## config.mk

```make
export PLATFORM = sky130hd
export DESIGN_NAME = match_sequencer
export DESIGN_NICKNAME = d
export VERILOG_FILES = /design/src/rtl/match_pkg.sv /design/src/rtl/pause_timer.sv /design/src/rtl/match_sequencer.sv
export SDC_FILE = /design/constraint.sdc
export NUM_CORES = 1
export LEC_CHECK = 0
export ABC_AREA = 1
export CORE_UTILIZATION = 57
export CTS_BUF_LIST = sky130_fd_sc_hd__clkbuf_2 sky130_fd_sc_hd__clkbuf_4 sky130_fd_sc_hd__clkbuf_8
export CTS_CLUSTER_SIZE = 28
export DETAILED_ROUTE_END_ITERATION = 7
export PLACE_DENSITY = 0.86
export SLEW_MARGIN = 20
export SYNTH_ARGS = -nofsm -noshare
export SYNTH_HDL_FRONTEND = slang
export SYNTH_SLANG_ARGS = --single-unit
export TNS_END_PERCENT = 30
```

## constraint.sdc

```tcl
create_clock -name clk -period 1.9 [get_ports clk]
set_input_delay 0.57 -clock clk [delete_from_list [all_inputs] [get_ports clk]]
set_output_delay 0.57 -clock clk [all_outputs]
set_load 0.01 [all_outputs]
```

## src/rtl/match_pkg.sv

```systemverilog
// Shared types and default parameters for the two-player match sequencer.
//   state_t  : sequencer FSM states
//   winner_t : side encoding used for the latched round winner and match winner
package match_pkg;

  localparam int unsigned SCORE_W_DEF      = 3;
  localparam int unsigned WIN_SCORE_DEF    = 7;
  localparam int unsigned PAUSE_CYCLES_DEF = 4;

  typedef enum logic [2:0] {
    CLEAR,
    PAUSE,
    PLAY,
    AWARD,
    OVER
  } state_t;

  typedef enum logic [1:0] {
    W_NONE  = 2'b00,
    W_LEFT  = 2'b01,
    W_RIGHT = 2'b10
  } winner_t;

endpackage

```

## src/rtl/pause_timer.sv

```systemverilog
// Load/decrement down-counter timing the between-round pause.
//   clk, reset  : clock, synchronous active-high reset (counter cleared, done set)
//   load_i      : load counter with load_val_i (has priority over dec_i)
//   load_val_i  : reload value
//   dec_i       : decrement by one while non-zero
//   done_o      : registered flag, high while the counter reads zero
module pause_timer #(
  parameter int unsigned W = 3
) (
  input  logic         clk,
  input  logic         reset,
  input  logic         load_i,
  input  logic [W-1:0] load_val_i,
  input  logic         dec_i,
  output logic         done_o
);

  logic [W-1:0] cnt_q, cnt_d;
  logic         done_q;

  // Next count: load wins, decrement stops at zero.
  always_comb begin
    cnt_d = cnt_q;
    if (load_i) begin
      cnt_d = load_val_i;
    end else if (dec_i && (cnt_q != '0)) begin
      cnt_d = cnt_q - W'(1);
    end
  end

  always_ff @(posedge clk) begin
    if (reset) begin
      cnt_q  <= '0;
      done_q <= 1'b1;
    end else begin
      cnt_q  <= cnt_d;
      done_q <= (cnt_d == '0);
    end
  end

  assign done_o = done_q;

endmodule

```

## src/rtl/match_sequencer.sv

```systemverilog
// Two-player match sequencer: turns playfield round wins into single-cycle
// score-counter increments, pauses the playfield between rounds and ends the
// match when a side reaches WIN_SCORE.
//   clk, reset             : clock, synchronous active-high reset
//   left_win, right_win    : round-win levels from the playfield
//   new_match              : start a new match (only acted on in OVER)
//   count_left/right       : one-cycle increment pulses to the score counters
//   score_reset            : clears both score counters
//   field_reset            : holds the playfield in reset
//   match_over             : high while the match is decided
//   winner                 : 00 none, 01 left, 10 right (non-zero only in OVER)
module match_sequencer
  import match_pkg::*;
#(
  parameter int unsigned SCORE_W      = SCORE_W_DEF,
  parameter int unsigned WIN_SCORE    = WIN_SCORE_DEF,
  parameter int unsigned PAUSE_CYCLES = PAUSE_CYCLES_DEF
) (
  input  logic       clk,
  input  logic       reset,
  input  logic       left_win,
  input  logic       right_win,
  input  logic       new_match,
  output logic       count_left,
  output logic       count_right,
  output logic       score_reset,
  output logic       field_reset,
  output logic       match_over,
  output logic [1:0] winner
);

  localparam int unsigned CNT_W = $clog2(PAUSE_CYCLES + 1);
  localparam logic [SCORE_W-1:0] WIN_VAL   = SCORE_W'(WIN_SCORE);
  localparam logic [CNT_W-1:0]   RELOAD    = CNT_W'(PAUSE_CYCLES - 1);

  state_t               state_q, state_d;
  winner_t              side_q, side_d;
  winner_t              winner_q, winner_d;
  logic [SCORE_W-1:0]   score_l_q, score_l_d;
  logic [SCORE_W-1:0]   score_r_q, score_r_d;
  logic [SCORE_W-1:0]   cur_score, inc_score;
  logic                 tmr_load, tmr_dec, tmr_done;

  logic count_left_q, count_left_d;
  logic count_right_q, count_right_d;
  logic score_reset_q, score_reset_d;
  logic field_reset_q, field_reset_d;
  logic match_over_q, match_over_d;

  pause_timer #(
    .W (CNT_W)
  ) u_pause_timer (
    .clk        (clk),
    .reset      (reset),
    .load_i     (tmr_load),
    .load_val_i (RELOAD),
    .dec_i      (tmr_dec),
    .done_o     (tmr_done)
  );

  // Next-state, shadow score and timer control.
  always_comb begin
    state_d   = state_q;
    side_d    = side_q;
    winner_d  = winner_q;
    score_l_d = score_l_q;
    score_r_d = score_r_q;
    tmr_load  = 1'b0;
    tmr_dec   = 1'b0;
    cur_score = (side_q == W_LEFT) ? score_l_q : score_r_q;
    inc_score = (cur_score >= WIN_VAL) ? WIN_VAL : cur_score + SCORE_W'(1);

    unique case (state_q)
      CLEAR: begin
        score_l_d = '0;
        score_r_d = '0;
        side_d    = W_NONE;
        winner_d  = W_NONE;
        tmr_load  = 1'b1;
        state_d   = PAUSE;
      end
      PAUSE: begin
        if (tmr_done) begin
          state_d = PLAY;
        end else begin
          tmr_dec = 1'b1;
        end
      end
      PLAY: begin
        if (left_win && right_win) begin
          // Tie: replay the round without awarding a point.
          tmr_load = 1'b1;
          state_d  = PAUSE;
        end else if (left_win || right_win) begin
          side_d  = left_win ? W_LEFT : W_RIGHT;
          state_d = AWARD;
        end
      end
      AWARD: begin
        if (side_q == W_LEFT) begin
          score_l_d = inc_score;
        end else if (side_q == W_RIGHT) begin
          score_r_d = inc_score;
        end
        if (inc_score == WIN_VAL) begin
          winner_d = side_q;
          state_d  = OVER;
        end else begin
          tmr_load = 1'b1;
          state_d  = PAUSE;
        end
      end
      OVER: begin
        if (new_match) begin
          winner_d = W_NONE;
          state_d  = CLEAR;
        end
      end
      default: begin
        state_d = CLEAR;
      end
    endcase
  end

  // Outputs are decoded from the next state so they can be registered
  // without adding a cycle of latency.
  always_comb begin
    count_left_d  = (state_d == AWARD) && (side_d == W_LEFT);
    count_right_d = (state_d == AWARD) && (side_d == W_RIGHT);
    score_reset_d = (state_d == CLEAR);
    field_reset_d = (state_d != PLAY);
    match_over_d  = (state_d == OVER);
  end

  always_ff @(posedge clk) begin
    if (reset) begin
      state_q       <= CLEAR;
      side_q        <= W_NONE;
      winner_q      <= W_NONE;
      score_l_q     <= '0;
      score_r_q     <= '0;
      count_left_q  <= 1'b0;
      count_right_q <= 1'b0;
      score_reset_q <= 1'b1;
      field_reset_q <= 1'b1;
      match_over_q  <= 1'b0;
    end else begin
      state_q       <= state_d;
      side_q        <= side_d;
      winner_q      <= winner_d;
      score_l_q     <= score_l_d;
      score_r_q     <= score_r_d;
      count_left_q  <= count_left_d;
      count_right_q <= count_right_d;
      score_reset_q <= score_reset_d;
      field_reset_q <= field_reset_d;
      match_over_q  <= match_over_d;
    end
  end

  assign count_left  = count_left_q;
  assign count_right = count_right_q;
  assign score_reset = score_reset_q;
  assign field_reset = field_reset_q;
  assign match_over  = match_over_q;
  assign winner      = winner_q;

endmodule

```

# == Word level (Yosys, flattened, before mapping) ==
# Cells that the tools add are included.
# totals
reg_bits,22
latch_bits,0
ram_bits,0
mem_bits_ro,0
output_inout_bits,7
wordCells,73
memories,0
# classes
add_sub_neg,2
n_mul,0
n_div,0
order_cmp,1
eq_ne,17
shift,0
mux,27
bitwise_logic,0
n_reduce_logical,14
# ops
cell,n
2-to-1 mux 3 bit,12
case mux 3 bit (5 select lines),1
case mux 3 bit (2 select lines),2
2-to-1 mux 2 bit,5
!= test 2 bit (second input constant),5
== test 3 x 2 -> 1 bit (second input constant),3
== test 3 bit (second input constant),3
zero test 3 bit,3
case mux 2 bit (3 select lines),1
AND reduction 3 bit,2
nonzero test 3 bit,2
== test 2 x 1 -> 1 bit (second input constant),2
== test 2 bit (second input constant),2
logical AND 1 bit,4
2-to-1 mux 1 bit,4
case mux 2 bit (2 select lines),1
adder 3 x 1 -> 3 bit (second input constant),1
== test 3 x 1 -> 1 bit (second input constant),1
greater-or-equal comparator 3 bit (second input constant),1
!= test 3 x 2 -> 1 bit (second input constant),1
case mux 1 bit (3 select lines),1
subtractor 3 x 1 -> 3 bit (second input constant),1
AND reduction 2 bit,1
nonzero test 2 bit,1
logical OR 1 bit,1

# == Logic depth before layout (Yosys ltp) ==
# depth
word_depth,9
ltp_mapped,10
mapped_depth_nobuf,10

# == By module ==
# A second synthesis with hierarchy kept.
# hier_totals
cells_unflattened,162
hier_area_um2,1163.6
# modules_own_cells
module,instances,cells_per_inst,area_each_um2,seq_area_each_um2
match_sequencer,1,121,902.1,360.3
pause_timer,1,41,261.5,80.1

# == Least setup slack after synthesis ==
# OpenSTA, ideal clock, no wires.
# synth_path
kind,register to register
start,register side_q[0]
end,register score_r_q[2]
arrival_ns,1.314
required_time_ns,1.779
path_slack_ns,0.465
stages_incl_launch_ff,11
cell_sequence,dfxtp_1 buf_8 nand2_2 nand2_1 nand2_2 ha_1 ha_1 inv_1 nand3_1 nand2_1 a21oi_1
# synth_via
elab_chain_len,7
word_cells_on_any_way,12
classes_between,add/sub: 1; order compare: 1; eq/ne: 4; mux: 5; reduce/logical: 1
# synth_rtl
item,line,source
"start, declared",match_sequencer.sv:37,"winner_t side_q, side_d;"
"start signal, assigned",match_sequencer.sv:149,side_q <= side_d;
== test 2 x 1 -> 1 bit,"match_sequencer.sv:70, match_sequencer.sv:100",
2-to-1 mux 3 bit,match_sequencer.sv:70,cur_score = (side_q == W_LEFT) ? score_l_q : score_r_q;
adder 3 x 1 -> 3 bit / greater-or-equal comparator 3 bit (equally long branches),match_sequencer.sv:71,inc_score = (cur_score >= WIN_VAL) ? WIN_VAL : cur_score + SCORE_W'(1);
2-to-1 mux 3 bit,match_sequencer.sv:71,
2-to-1 mux 3 bit,match_sequencer.sv:102,end else if (side_q == W_RIGHT) begin
2-to-1 mux 3 bit,match_sequencer.sv:100,if (side_q == W_LEFT) begin
case mux 3 bit (2 select lines),match_sequencer.sv:73,unique case (state_q)
"end signal, assigned",match_sequencer.sv:152,score_r_q <= score_r_d;
"end, declared",match_sequencer.sv:40,"logic [SCORE_W-1:0] score_r_q, score_r_d;"
# Several ways; a longest one is shown, not always the timed one. The select of a mux whose other input is x is not followed.
# A chain may end at the register's enable or synchronous reset.

# == Final worst setup path ==
# layout_path
start,register winner_q[1] (netlist: winner[1])
end,output winner[1]
# layout_rtl
item,line,source
"start, declared",match_sequencer.sv:38,"winner_t winner_q, winner_d;"
"start signal, assigned",match_sequencer.sv:150,winner_q <= winner_d;
"end, declared",match_sequencer.sv:29,output logic [1:0] winner
# No word-level cell between the ends.

==> flow_metrics.env <==
export IMPL_run_status="finished, final reports clean"
export IMPL_grt_busiest_layer="met2"
export IMPL_grt_pass1_vias=875
export IMPL_root_buffer="clkbuf_4"
export IMPL_insertion_delay_ps=300
export IMPL_synth_fp_nets=167
export IMPL_endpoint="winner[1]"
export IMPL_cts_hold_fix_buffers=0
export IMPL_cts_resized=0
export IMPL_startpoint_type="register"
export IMPL_yosysWarningCount=0
export IMPL_rrSetupSlack_ps=350
export IMPL_grtUsageMet2_pct=41.7
export IMPL_synth_common_cells="35 x nand2_1, 22 x dfxtp_1, 20 x inv_1"
export IMPL_cts_sinks=22
export IMPL_power_density_mw_per_mm2=799
export IMPL_grt_pass1_wl_um=3370
export IMPL_drv_cap=0
export IMPL_initial_core_util_pct=63.0
export IMPL_crit_fanout=2
export IMPL_yosysTopAreaCellShare_pct=39.2
export IMPL_fp_dieArea_mm2=0.00215
export IMPL_io_pins=12
export IMPL_cpMaxStageDelayCell="clkdlybuf4s50_1"
export IMPL_synth_area_mm2=0.00112
export IMPL_drtIter0Drc=18
export IMPL_yosysTopAreaCell="dfxtp_1"
export IMPL_fmax_ghz=0.569
export IMPL_drc_errors=0
export IMPL_numCtsBuffers=3
export IMPL_peakVddDrop_mv=0.632
export IMPL_detail_route_antenna_nets=0
export IMPL_dr_pass1_iters=4
export IMPL_fp_dieW_um=46.4
export IMPL_hp_class="reg -> reg"
export IMPL_wl_um=2170
export IMPL_place_port_buffers=11
export IMPL_critPathKind="reg -> out"
export IMPL_dp_hpwl_um=1730
export IMPL_num_vias=1020
export IMPL_reg2reg_from="side_q[1]"
export IMPL_slew_viol_final=0
export IMPL_fin_skew_ps=0.702
export IMPL_ys_flop_type="dfxtp_1"
export IMPL_antenna_found_initial=0
export IMPL_area_growth_pct=14.7
export IMPL_wl_per_cell_um=11.0
export IMPL_final_nets=182
export IMPL_utilization_pct=72.3
export IMPL_clk_pin_slew_worst_paths_ps=110
export IMPL_dp_cells=193
export IMPL_use_met3_pct=2.35
export IMPL_rsz0062_at_grt="no"
export IMPL_r2r_end="score_l_q[2]"
export IMPL_rows=15
export IMPL_clockBufferDepth=2
export IMPL_die_y_um=46.4
export IMPL_cts_setup_buffers=0
export IMPL_synth_seq_cells=22
export IMPL_ys_types=22
export IMPL_avgSynthCellArea_um2=7.11
export IMPL_cpPeakStageDelay_ps=540
export IMPL_path_buf_inv=1
export IMPL_viasPerCell=5.18
export IMPL_end_kind="output port"
export IMPL_min_period_over_period_pct=92.5
export IMPL_synth_area_leaders="dfxtp_1 39%, nand2_1 12%, inv_1 6.7%, nand3_1 6.7%, a21oi_1 6.2%"
export IMPL_drive_above_1_share_pct=13.4
export IMPL_synthArstFlopShare_pct=0
export IMPL_grt_met1_usage_pct=24.2
export IMPL_syn_inst=158
export IMPL_ctsHtreeMaxLevel=1
export IMPL_ys_seq_area_share_pct=39.2
export IMPL_gp_congestion=0.831
export IMPL_worst_pin_slew_ps=327
export IMPL_path_delay_family="buffers and inverters"
export IMPL_finalNonFillerCells=197
export IMPL_setup_viol=0
export IMPL_fin_crit_ps=1760
export IMPL_p_leak_nw=0.601
export IMPL_synthMostInstantiatedCell="nand2_1"
export IMPL_cp_num_cells=1
export IMPL_relSlewSlack_pct=78.2
export IMPL_diodes=0
export IMPL_grt_max_degree=13
export IMPL_grt_use_total_pct=21.5
export IMPL_cts_tree="done"
export IMPL_synth_edf_count=0
export IMPL_worstRegToRegCells=10
export IMPL_path_cells="clkdlybuf4s50_1"
export IMPL_startpoint="winner[1]"
export IMPL_crit_required_ps=1330
export IMPL_coreArea_mm2=0.00178
export IMPL_hold_viol_final=0
export IMPL_cp_data_arrival_time_ps=1190
export IMPL_grt_overflow_total=0
==> power by group <==
part           leakage, nW  internal [mW]  switching (mW)
Combinational        0.399         0.0998           0.154
Clock               0.0210          0.117           0.136
Sequential           0.181          0.501          0.0222
==> layout by cell type, fill, tap and decap left out <==
cell / count
nand3_1: 15
inv_1: 20
nand2_1: 35
nor2_2: 1
inv_2: 4
xnor2_1: 1
or2_2: 1
a21oi_1: 14
clkbuf_8: 1
nor3_2: 1
nand2_2: 6
buf_4: 2
clkbuf_4: 3
o21ai_4: 1
nand4_1: 2
o21ai_0: 9
a32oi_1: 1
o21ai_2: 1
dfxtp_1: 22
clkdlybuf4s50_1: 11
ha_1: 4
nor2_4: 2
nor2_1: 15
==> stage by stage <==
| step | TNS [ps] | setup WS (ps) | power (mW) | hold WS (ps) | cell area (um^2) |
|---|---|---|---|---|---|
| detailed placement | -22.6 | -22.6 | 0.787 | 478 | 1250 |
| CTS | 0 | 135 | 1.04 | 506 | 1290 |
| finish | 0 | 143 | 1.03 | 501 | 1290 |
| global placement | 0 | 28.1 | 0.774 | 463 | 1250 |
| global route | 0 | 89.7 | 1.09 | 532 | 1290 |
| floorplan | 0 | 465 | 0.717 | 502 | 1120 |
==> state kept, by name, summed over array words and instances, names as in the netlist <==
signal,flops
count_left,1
count_right,1
state_q,3
u_pause_timer.done_o,1
winner,2
match_over,1
score_l_q,3
side_q,2
score_r_q,3
score_reset,1
u_pause_timer.cnt_q,3
field_reset,1
==> how the worst min path moves through the flow <==
stage / startpoint / endpoint / slack (ps) / cells past startpoint
after detailed placement: winner[0] / winner[0] / 480 / 2
after CTS: winner[0] / winner[0] / 510 / 2
after global routing: winner[1] / winner[1] / 530 / 2
after floorplan: score_r_q[0] / score_r_q[0] / 500 / 2
after global placement: winner[0] / winner[0] / 460 / 2
final: winner[1] / winner[1] / 500 / 2
==> layout make-up <==
type / count / area [um^2]
multi-input cells: 109 / 566
fillers: 150 / 494
flip-flops and latches: 22 / 440
repair buffers: 13 / 125
inverters: 24 / 90.1
clock buffers: 4 / 36.3
well taps: 25 / 31.3
==> logic make-up after synthesis <==
kind of cell    share of synthesized area (%)
buf+inv                                  10.5
simple gates                             31.8
flops                                    39.2
xor+xnor                                0.780
compound gates                           13.3
fa+ha+maj                                4.45
==> layer usage <==
metal  up-vias  wire, um
li1        532         -
met1       474       988
met2        12      1130
met3         2        37
met4         0        17
met5         -         0
No activity file was read; power rests on OpenSTA's default activity.
